$ cat src/rtl/quad_step_decoder.sv
// quad_step_decoder
// Turns raw quadrature encoder channels A/B into en/dir controls for the
// downstream 4-bit up/down counter. Each channel is synchronised with two
// flops, then glitch-filtered. A small FSM then tracks the Gray-code phase.
//
// Parameters:
//   FILTER_LEN  cycles a synced value must differ from the filtered value
//               before it is accepted (0 = no hold-off), range 0..15
//   CNT_W       width of the per-channel filter counters
//
// Ports:
//   clk         system clock, rising edge
//   arst_n      asynchronous reset, active-low
//   a_in, b_in  encoder channels, asynchronous to clk
//   enable      1 = legal steps pulse en_out; 0 = phase/dir tracked silently
//   err_clr     clears err_sticky (a same-cycle error takes priority)
//   en_out      one-cycle step pulse
//   dir_out     direction of the last legal step (1 = forward/up)
//   err         one-cycle pulse on an illegal (two-bit) phase jump
//   err_sticky  latched error flag
//   err_cnt     saturating error count (only when QDEC_ERR_COUNT_EN is defined)
//   dbg_state   {fsm_in_track, phase[1:0]} for observation
//
// Optional feature: define QDEC_ERR_COUNT_EN to add the err_cnt output.
module quad_step_decoder #(
   parameter int FILTER_LEN = 2,
   parameter int CNT_W      = 4
) (
   input  logic       clk,
   input  logic       arst_n,
   input  logic       a_in,
   input  logic       b_in,
   input  logic       enable,
   input  logic       err_clr,
   output logic       en_out,
   output logic       dir_out,
   output logic       err,
   output logic       err_sticky,
`ifdef QDEC_ERR_COUNT_EN
   output logic [7:0] err_cnt,
`endif
   output logic [2:0] dbg_state
);

   typedef enum logic {
      INIT  = 1'b0,
      TRACK = 1'b1
   } state_t;

   localparam logic [CNT_W-1:0] FLEN = CNT_W'(FILTER_LEN);
   // INIT releases one cycle after the first settled filtered value exists:
   // two sync flops, FILTER_LEN hold-off cycles and the filter output flop.
   localparam logic [4:0] INIT_LAST = 5'(3 + FILTER_LEN);

   // Bit 1 carries channel A, bit 0 channel B.
   logic [1:0]       sync1;
   logic [1:0]       sync2;
   logic [1:0]       filt;
   logic [CNT_W-1:0] fcnt [2];

   state_t     state, state_next;
   logic [1:0] phase, phase_next;
   logic [4:0] init_cnt, init_cnt_next;
   logic       en_next, dir_next, err_next, sticky_next;
   logic [1:0] delta;
   logic [1:0] fwd_target;

   // Synchroniser and filter. The filtered value is always a flop, so with
   // FILTER_LEN=0 it simply follows the synced value one cycle later.
   always_ff @(posedge clk or negedge arst_n) begin
      if (!arst_n) begin
         sync1   <= '0;
         sync2   <= '0;
         filt    <= '0;
         fcnt[0] <= '0;
         fcnt[1] <= '0;
      end else begin
         sync1 <= {a_in, b_in};
         sync2 <= sync1;
         for (int i = 0; i < 2; i++) begin
            if (sync2[i] != filt[i]) begin
               if (fcnt[i] == FLEN) begin
                  filt[i] <= sync2[i];
                  fcnt[i] <= '0;
               end else begin
                  fcnt[i] <= fcnt[i] + CNT_W'(1);
               end
            end else begin
               fcnt[i] <= '0;
            end
         end
      end
   end

   // Next state and outputs.
   always_comb begin
      state_next    = state;
      phase_next    = phase;
      init_cnt_next = init_cnt;
      en_next       = 1'b0;
      dir_next      = dir_out;
      err_next      = 1'b0;
      sticky_next   = err_sticky;
      delta         = filt ^ phase;
      // Forward successor in 00->01->11->10->00.
      fwd_target    = {phase[0], ~phase[1]};

      case (state)
         INIT: begin
            if (init_cnt == INIT_LAST) begin
               state_next    = TRACK;
               phase_next    = filt;
               init_cnt_next = '0;
            end else begin
               init_cnt_next = init_cnt + 5'd1;
            end
         end
         TRACK: begin
            // Phase always follows the input so an illegal jump resyncs.
            phase_next = filt;
            if (delta == 2'b11) begin
               err_next = 1'b1;
            end else if (delta != 2'b00) begin
               en_next  = enable;
               dir_next = (filt == fwd_target);
            end
         end
         default: state_next = INIT;
      endcase

      if (err_next) begin
         sticky_next = 1'b1;
      end else if (err_clr) begin
         sticky_next = 1'b0;
      end
   end

   always_ff @(posedge clk or negedge arst_n) begin
      if (!arst_n) begin
         state      <= INIT;
         phase      <= '0;
         init_cnt   <= '0;
         en_out     <= 1'b0;
         dir_out    <= 1'b0;
         err        <= 1'b0;
         err_sticky <= 1'b0;
      end else begin
         state      <= state_next;
         phase      <= phase_next;
         init_cnt   <= init_cnt_next;
         en_out     <= en_next;
         dir_out    <= dir_next;
         err        <= err_next;
         err_sticky <= sticky_next;
      end
   end

`ifdef QDEC_ERR_COUNT_EN
   always_ff @(posedge clk or negedge arst_n) begin
      if (!arst_n) begin
         err_cnt <= '0;
      end else if (err_next && err_clr) begin
         err_cnt <= 8'd1;
      end else if (err_clr) begin
         err_cnt <= '0;
      end else if (err_next && (err_cnt != 8'hFF)) begin
         err_cnt <= err_cnt + 8'd1;
      end
   end
`endif

   assign dbg_state = {state == TRACK, phase};

endmodule
$ cat config.mk
export PLATFORM = sky130hd
export DESIGN_NAME = quad_step_decoder
export DESIGN_NICKNAME = d
export VERILOG_FILES = /design/src/rtl/quad_step_decoder.sv
export SDC_FILE = /design/constraint.sdc
export NUM_CORES = 1
export LEC_CHECK = 0
export CORE_UTILIZATION = 53
export CTS_BUF_LIST = sky130_fd_sc_hd__clkbuf_16
export CTS_CLUSTER_DIAMETER = 40
export DETAILED_ROUTE_END_ITERATION = 10
export PLACE_DENSITY_LB_ADDON = 0.2
export SLEW_MARGIN = 5
export SYNTH_ARGS = -nofsm -noshare
export SYNTH_HDL_FRONTEND = slang
export SYNTH_SLANG_ARGS = --single-unit
export TNS_END_PERCENT = 10
$ cat constraint.sdc
create_clock -name clk -period 1.7 [get_ports clk]
set_input_delay 0.34 -clock clk [delete_from_list [all_inputs] [get_ports clk]]
set_output_delay 0.34 -clock clk [all_outputs]
set_load 0.01 [all_outputs]
### After elaboration in Yosys (flattened, before gate mapping)

Cells that the tools add are included.
Widths: inputs -> output; s select.

* register bits: 26
* output and inout port bits: 7

* add/sub/neg operators: 3
* eq/ne operators: 8
* muxes and demuxes: 16
* bitwise gates (word level): 4
* reductions and logical operators: 5

Operators by type and width (number)
* $mux 4: 4
* $mux 1: 9
* $add 4x1->4 const B: 2
* $eq 4x2->1 const B: 2
* $add 5x1->5 const B: 1
* $eq 5x3->1 const B: 1
* $mux 5: 1
* $pmux 2 s2: 1
* $reduce_and 2->1: 2
* $reduce_bool 2->1: 2
* $not 1->1: 3
* $reduce_and 3->1: 1
* $eq 2x2->1: 1
* $eq 2x2->1 const B: 1
* $mux 2: 1
* $ne 1x1->1: 2
* $ne 2x2->1 const B: 1
* $xor 2x2->2: 1

### Depth between registers and ports, before layout

Gate-level depths: netlist of the first run.

* depth in word-level cells: 5
* gate-level depth with buffers: 5

### Worst setup path after synthesis of the first run

OpenSTA, ideal clock, no wires.

* path type: register -> register
* start point: register init_cnt[1]
* end point: register phase[0]
* library setup time: 125 ps
* arrival time: 1294 ps
* data required time: 1575 ps
* slack: 281 ps
* stages on the path, launching flop included: 6
* buffers on the path: 0
* period minus slack after synthesis: 1419 ps
* path through: dfrtp_1 -> inv_1 -> ha_1 -> nor3b_1 -> a21o_2 -> mux2_2

* cells in the longest elaborated chain, start to end: 2

RTL lines
* from (decl): line 63 `logic [4:0] init_cnt, init_cnt_next;`
* from (signal assigned): line 150 `init_cnt <= init_cnt_next;`
* $eq 5x3->1: line 110 `if (init_cnt == INIT_LAST) begin`
* $ne 2x2->1 (no source line)
* to (signal assigned): line 149 `phase <= phase_next;`
* to (decl): line 62 `logic [1:0] phase, phase_next;`

No other way between the ends.
A chain may end at the register's enable or synchronous reset.

### Worst setup path in the final report of the first run

* start point: register phase[1]
* end point: output port dbg_state[1]

RTL lines
* to (decl): line 42 `output logic [2:0] dbg_state`

No word-level cell between the ends.

==> impl_metrics.env, run 1 <==
export IMPL_crit_start="phase[1]"
export IMPL_ys_top_cells_by_count="26 x dfrtp_1, 11 x nor2_1, 7 x xnor2_1, 6 x ha_1, 6 x inv_1"
export IMPL_finalSetupViolCount=0
export IMPL_fp_row_count=16
export IMPL_power_density_nw_per_um2=1550
export IMPL_num_vias=682
export IMPL_syn_area_per_cell_um2=12.2
export IMPL_ant_nets=0
export IMPL_dieHeight_um=47.4
export IMPL_insertion_delay_ns=0.25
export IMPL_area_growth_pct=21.4
export IMPL_cts_root_buffer="clkbuf_16"
export IMPL_max_freq_mhz=628
export IMPL_cp_top_family="buffers and inverters"
export IMPL_drc=0
export IMPL_wl_per_cell_um=11.6
export IMPL_first_global_vias=610
export IMPL_fin_setup_tns_ns=0
export IMPL_post_cts_buffers=0
export IMPL_hold_violations=0
export IMPL_yosysMostFrequentCell="dfrtp_1"
export IMPL_required_ns=1.36
export IMPL_grt_max_degree=27
export IMPL_numCtsBuffers=3
export IMPL_cts_buffer_depth=2
export IMPL_final_util_pct=68.4
export IMPL_synth_warnings=0
export IMPL_start_kind="register"
export IMPL_final_nets=119
export IMPL_cp_num_buf_inv=1
export IMPL_cts_tree="yes"
export IMPL_hold_buffers=0
export IMPL_first_iter_violations=3
export IMPL_synth_edf_count=0
export IMPL_outcome="finished, final reports clean"
export IMPL_grt_pass1_wl_um=2460
export IMPL_die_w_um=47.4
export IMPL_antenna_cells=0
export IMPL_path_cells="clkdlybuf4s50_1"
export IMPL_synth_area_um2=1090
export IMPL_period_needed_ns=1.59
export IMPL_clkTransAtPathRegs_ns=0.06
export IMPL_antenna_found_initial=0
export IMPL_maxCapViolations=0
export IMPL_slowest_delay_ns=0.57
export IMPL_drv_slew=0
export IMPL_p_leak_uw=0.000626
export IMPL_worstHoldStart="sync1[0]"
export IMPL_place_congestion=0.782
export IMPL_final_area_um2=1330
export IMPL_h_tree_depth=1
export IMPL_grt_remaining_overflow=0
export IMPL_hold_path_class="register to register"
export IMPL_skew_ns=0.00161
export IMPL_rsz0062_at_grt="no"
export IMPL_worst_pin_slew_ns=0.319
export IMPL_portBuffers=12
export IMPL_n_fill_cell=156
export IMPL_design_die_area_um2=2250
export IMPL_dp_hpwl_um=1090
export IMPL_critPathArrivalTime_ns=1.25
export IMPL_yosys_area_top_type_share_pct=59.5
export IMPL_ir_drop_uv=1020
export IMPL_routed_wl_um=1540
export IMPL_via_per_inst=5.13
export IMPL_dpl_cell_area_um2=1250
export IMPL_slowest_stage="clkdlybuf4s50_1"
export IMPL_yosys_cell_types_count=20
export IMPL_ys_ff_latch=26
export IMPL_design_core_area_um2=1940
export IMPL_worstSetupPathType="register to output pin"
export IMPL_max_slew_margin_rel_pct=78.7
export IMPL_ys_seq_area_share_pct=59.5
export IMPL_initial_core_util_pct=56.3
export IMPL_worstPathMaxFanout=4
export IMPL_fin_crit_sh_pct=93.7
export IMPL_track_usage_pct=16.0
export IMPL_reg2reg_from="init_cnt[1]"
export IMPL_drive_above_1_share_pct=11.3
export IMPL_drtPass1Iterations=4
export IMPL_synthFlopType="dfrtp_1"
export IMPL_synth_nets=102
export IMPL_io_pins=13
export IMPL_yosysTopAreaCell="dfrtp_1"
export IMPL_async_flop_share_pct=100
export IMPL_clkSinkCount=26
export IMPL_cts_resized=0
export IMPL_synthCells=90
export IMPL_synth_area_top_cells="dfrtp_1 59%, ha_1 6.9%, xnor2_1 5.6%"
export IMPL_cp_end_kind="output pin"
final timing paths:
check,slack (ns),cells after the start,end
setup / recovery,0.11,1,dbg_state[1]
hold / removal,0.35,0,sync2[0]
setup reg to reg,0.18,5,phase[0]
hold reg to reg,0.35,0,sync2[0]
max in group asynchronous,0.99,2,state
min in group asynchronous,0.44,2,err
where the power goes:
group	switching (uW)	leakage (uW)	internal, uW
logic	272	0.000258	368
clock network	193	0.0000385	314
registers	139	0.000330	769
layer usage:
metal  vias up  share of wire [%]  GRT usage [%]
met1       337                 44           19.4
met2        11                 51           26.3
met3         4                3.4           3.77
met5         -                  0              0
met4         0                1.8           9.14
li1        330                  -              -
registers in the layout (all words and copies together), names as in the netlist:
register / cells
filt: 2
init_cnt: 5
state: 1
dir_out: 1
sync1: 2
phase: 2
err_sticky: 1
err: 1
sync2: 2
fcnt: 8
en_out: 1
cell usage in the layout, fill, tap and decap left out, types with 3 or more instances in the layout:
master and n:
a21o_1 3, a21oi_1 3, clkbuf_16 3, clkdlybuf4s50_1 12, dfrtp_1 25, ha_1 6
inv_1 6, mux2_2 5, nand2_1 3, nand3_1 4, nor2_1 11, o21ai_0 3
xnor2_1 7, xor2_1 5
cell families after synthesis:
group,after synthesis,synth area share (%)
buffers and inverters,7,2.75
AOI/OAI and AO/OA,12,6.98
xor gates and xnor gates,12,9.61
adders and majority gates,6,6.86
and+or+nand+nor,22,9.15
DFF,26,59.5
muxes,5,5.15
final cells by class:
| type | count | area [um^2] | share of cell area, % |
|---|---|---|---|
| flip-flops and latches | 26 | 652 | 49.1 |
| well taps | 27 | 33.8 | 2.54 |
| multi-input cells | 57 | 413 | 31.1 |
| inverters | 6 | 22.5 | 1.70 |
| clock buffers | 3 | 75.1 | 5.66 |
| repair buffers | 13 | 128 | 9.61 |
| clock inverters | 1 | 3.75 | 0.283 |
metrics by stage:
step                total power, uW  hold slack [ns]  std cells  setup slack (ns)
global route                   2190            0.375        133            0.0363
finish                         2050            0.350        133             0.107
floorplan                      1320           0.0444         90             0.281
detailed placement             1560            0.339        129             0.182
global placement               1540            0.333        129             0.243
CTS                            2080            0.355        133            0.0468
Power figures use the tool's default switching activity.
==> run 2: changes to the inputs <==
--- a/config.mk
+++ b/config.mk
@@ -7,7 +7,6 @@
 export LEC_CHECK = 0
 export CORE_UTILIZATION = 53
 export CTS_BUF_LIST = sky130_fd_sc_hd__clkbuf_16
-export CTS_CLUSTER_DIAMETER = 40
 export DETAILED_ROUTE_END_ITERATION = 10
 export PLACE_DENSITY_LB_ADDON = 0.2
 export SLEW_MARGIN = 5
==> results of run 2 <==
The final DEF is identical to that of run 1; final timing and power are the same.
==> run 3: changes to the inputs <==
--- a/config.mk
+++ b/config.mk
@@ -5,7 +5,9 @@
 export SDC_FILE = /design/constraint.sdc
 export NUM_CORES = 1
 export LEC_CHECK = 0
-export CORE_UTILIZATION = 53
+export CELL_PAD_IN_SITES_DETAIL_PLACEMENT = 0
+export CELL_PAD_IN_SITES_GLOBAL_PLACEMENT = 2
+export CORE_UTILIZATION = 36
 export CTS_BUF_LIST = sky130_fd_sc_hd__clkbuf_16
 export DETAILED_ROUTE_END_ITERATION = 10
 export PLACE_DENSITY_LB_ADDON = 0.2
==> impl_metrics.env, run 3 (synthesized netlist as in run 1, its figures left out) <==
export IMPL_die_w_um=57.1
export IMPL_cts_tree="yes"
export IMPL_antenna_found_initial=0
export IMPL_design_core_area_um2=2810
export IMPL_final_cell_mix="26 x dfrtp_1, 12 x clkdlybuf4s50_1, 11 x nor2_1, 7 x xnor2_1"
export IMPL_regMostFlops="fcnt"
export IMPL_design_die_area_um2=3260
export IMPL_via_per_inst=4.78
export IMPL_timing_reg2reg_setup_slack_ns=0.15
export IMPL_outcome="complete, but fails checks"
export IMPL_drv_slew=0
export IMPL_critPathArrivalTime_ns=1.24
export IMPL_period_needed_ns=1.58
export IMPL_fin_crit_sh_pct=93.0
export IMPL_start_kind="register"
export IMPL_clkTransAtPathRegs_ns=0.06
export IMPL_cp_endpoint="dbg_state[1]"
export IMPL_largest_reg_flops=8
export IMPL_ant_nets=0
export IMPL_violations="DRC"
export IMPL_portBuffers=12
export IMPL_first_global_vias=674
export IMPL_fp_row_count=19
export IMPL_numCtsBuffers=3
export IMPL_hold_buffers=0
export IMPL_worstPathMaxFanout=4
export IMPL_maxCapViolations=0
export IMPL_worstSetupPathType="register to output pin"
export IMPL_power_density_nw_per_um2=1530
export IMPL_path_cells="clkdlybuf4s50_1"
export IMPL_finalPower_uw=2050
export IMPL_required_ns=1.36
export IMPL_crit_start="phase[1]"
export IMPL_min_path_cells=0
export IMPL_hold_violations=0
export IMPL_slowest_stage="clkdlybuf4s50_1"
export IMPL_skew_ns=0.00571
export IMPL_final_nets=120
export IMPL_insertion_delay_ns=0.25
export IMPL_rsz0062_at_grt="no"
export IMPL_initial_core_util_pct=39.0
export IMPL_wl_per_cell_um=11.6
export IMPL_io_pins=13
export IMPL_grt_pass1_wl_um=3040
export IMPL_drive_above_1_share_pct=11.2
export IMPL_reg2reg_from="init_cnt[1]"
export IMPL_multi_input_area_um2=413
export IMPL_routed_wl_um=1600
export IMPL_cp_num_cells=1
export IMPL_drtPass1Iterations=7
export IMPL_cts_buffer_depth=2
export IMPL_fin_setup_tns_ns=0
export IMPL_clkSinkCount=26
export IMPL_first_iter_violations=21
export IMPL_dp_hpwl_um=1110
export IMPL_mostFrequentLayoutCell="dfrtp_1"
export IMPL_p_leak_uw=0.000631
export IMPL_slowest_delay_ns=0.56
export IMPL_reg2regPathDepth=5
export IMPL_ir_drop_uv=729
export IMPL_grt_remaining_overflow=0
export IMPL_cp_num_buf_inv=1
export IMPL_dieHeight_um=57.1
export IMPL_cts_resized=0
export IMPL_track_usage_pct=12.3
export IMPL_cts_root_buffer="clkbuf_16"
export IMPL_max_slew_margin_rel_pct=78.3
export IMPL_post_cts_buffers=0
export IMPL_holdWs_ns=0.346
export IMPL_hold_path_class="register to register"
export IMPL_max_freq_mhz=633
export IMPL_h_tree_depth=1
export IMPL_cp_top_family="buffers and inverters"
export IMPL_place_congestion=0.662
export IMPL_antenna_cells=0
export IMPL_n_fill_cell=265
export IMPL_num_vias=659
export IMPL_finalSetupViolCount=0
export IMPL_drc=5
export IMPL_r2r_end="phase[1]"
export IMPL_area_growth_pct=22.4
export IMPL_worst_pin_slew_ns=0.325
export IMPL_seq_area_um2=651
export IMPL_reg_top3="fcnt x8, init_cnt x5"
export IMPL_grt_max_degree=27
export IMPL_cp_end_kind="output pin"
==> run 3: where the power goes <==
| group | internal, uW | switching (uW) | leakage, uW |
|---|---|---|---|
| Sequential | 768 | 139 | 0.000330 |
| Combinational | 367 | 266 | 0.000262 |
| Clock | 314 | 193 | 0.0000385 |
| Total | 1450 | 599 | 0.000631 |
==> run 3: final cells by class <==
| cell class | count | share of cell area [%] |
|---|---|---|
| flip-flops and latches | 26 | 48.6 |
| multi-input cells | 57 | 30.8 |
| repair buffers | 14 | 10.1 |
| clock buffers | 3 | 5.61 |
| well taps | 31 | 2.90 |
| inverters | 6 | 1.68 |
| clock inverters | 1 | 0.280 |
==> run 3: worst min-delay path by stage <==
stage	end	from
floorplan	dir_out	arst_n
global placement	sync2[1]	sync1[1]
detailed placement	sync2[0]	sync1[0]
CTS	sync2[0]	sync1[0]
global route	sync2[0]	sync1[0]
finish	sync2[0]	sync1[0]
==> run 3: per-layer routing <==
layer  track usage, %  part of all wire (%)  vias up
li1                 -                     -      327
met1             14.3                    46      322
met2             21.5                    50        8
met3             4.31                   3.3        2
met4             3.14                  0.94        0
met5                0                     0        -
==> run 3: stage by stage <==
stage	utilization, %	setup slack (ns)	instances	area [um^2]
floorplan	-	0.281	90	1090
global placement	44.9	0.224	134	1260
detailed placement	44.9	0.191	134	1260
CTS	47.7	0.108	138	1340
global route	47.7	0.0231	138	1340
finish	47.7	0.119	138	1340
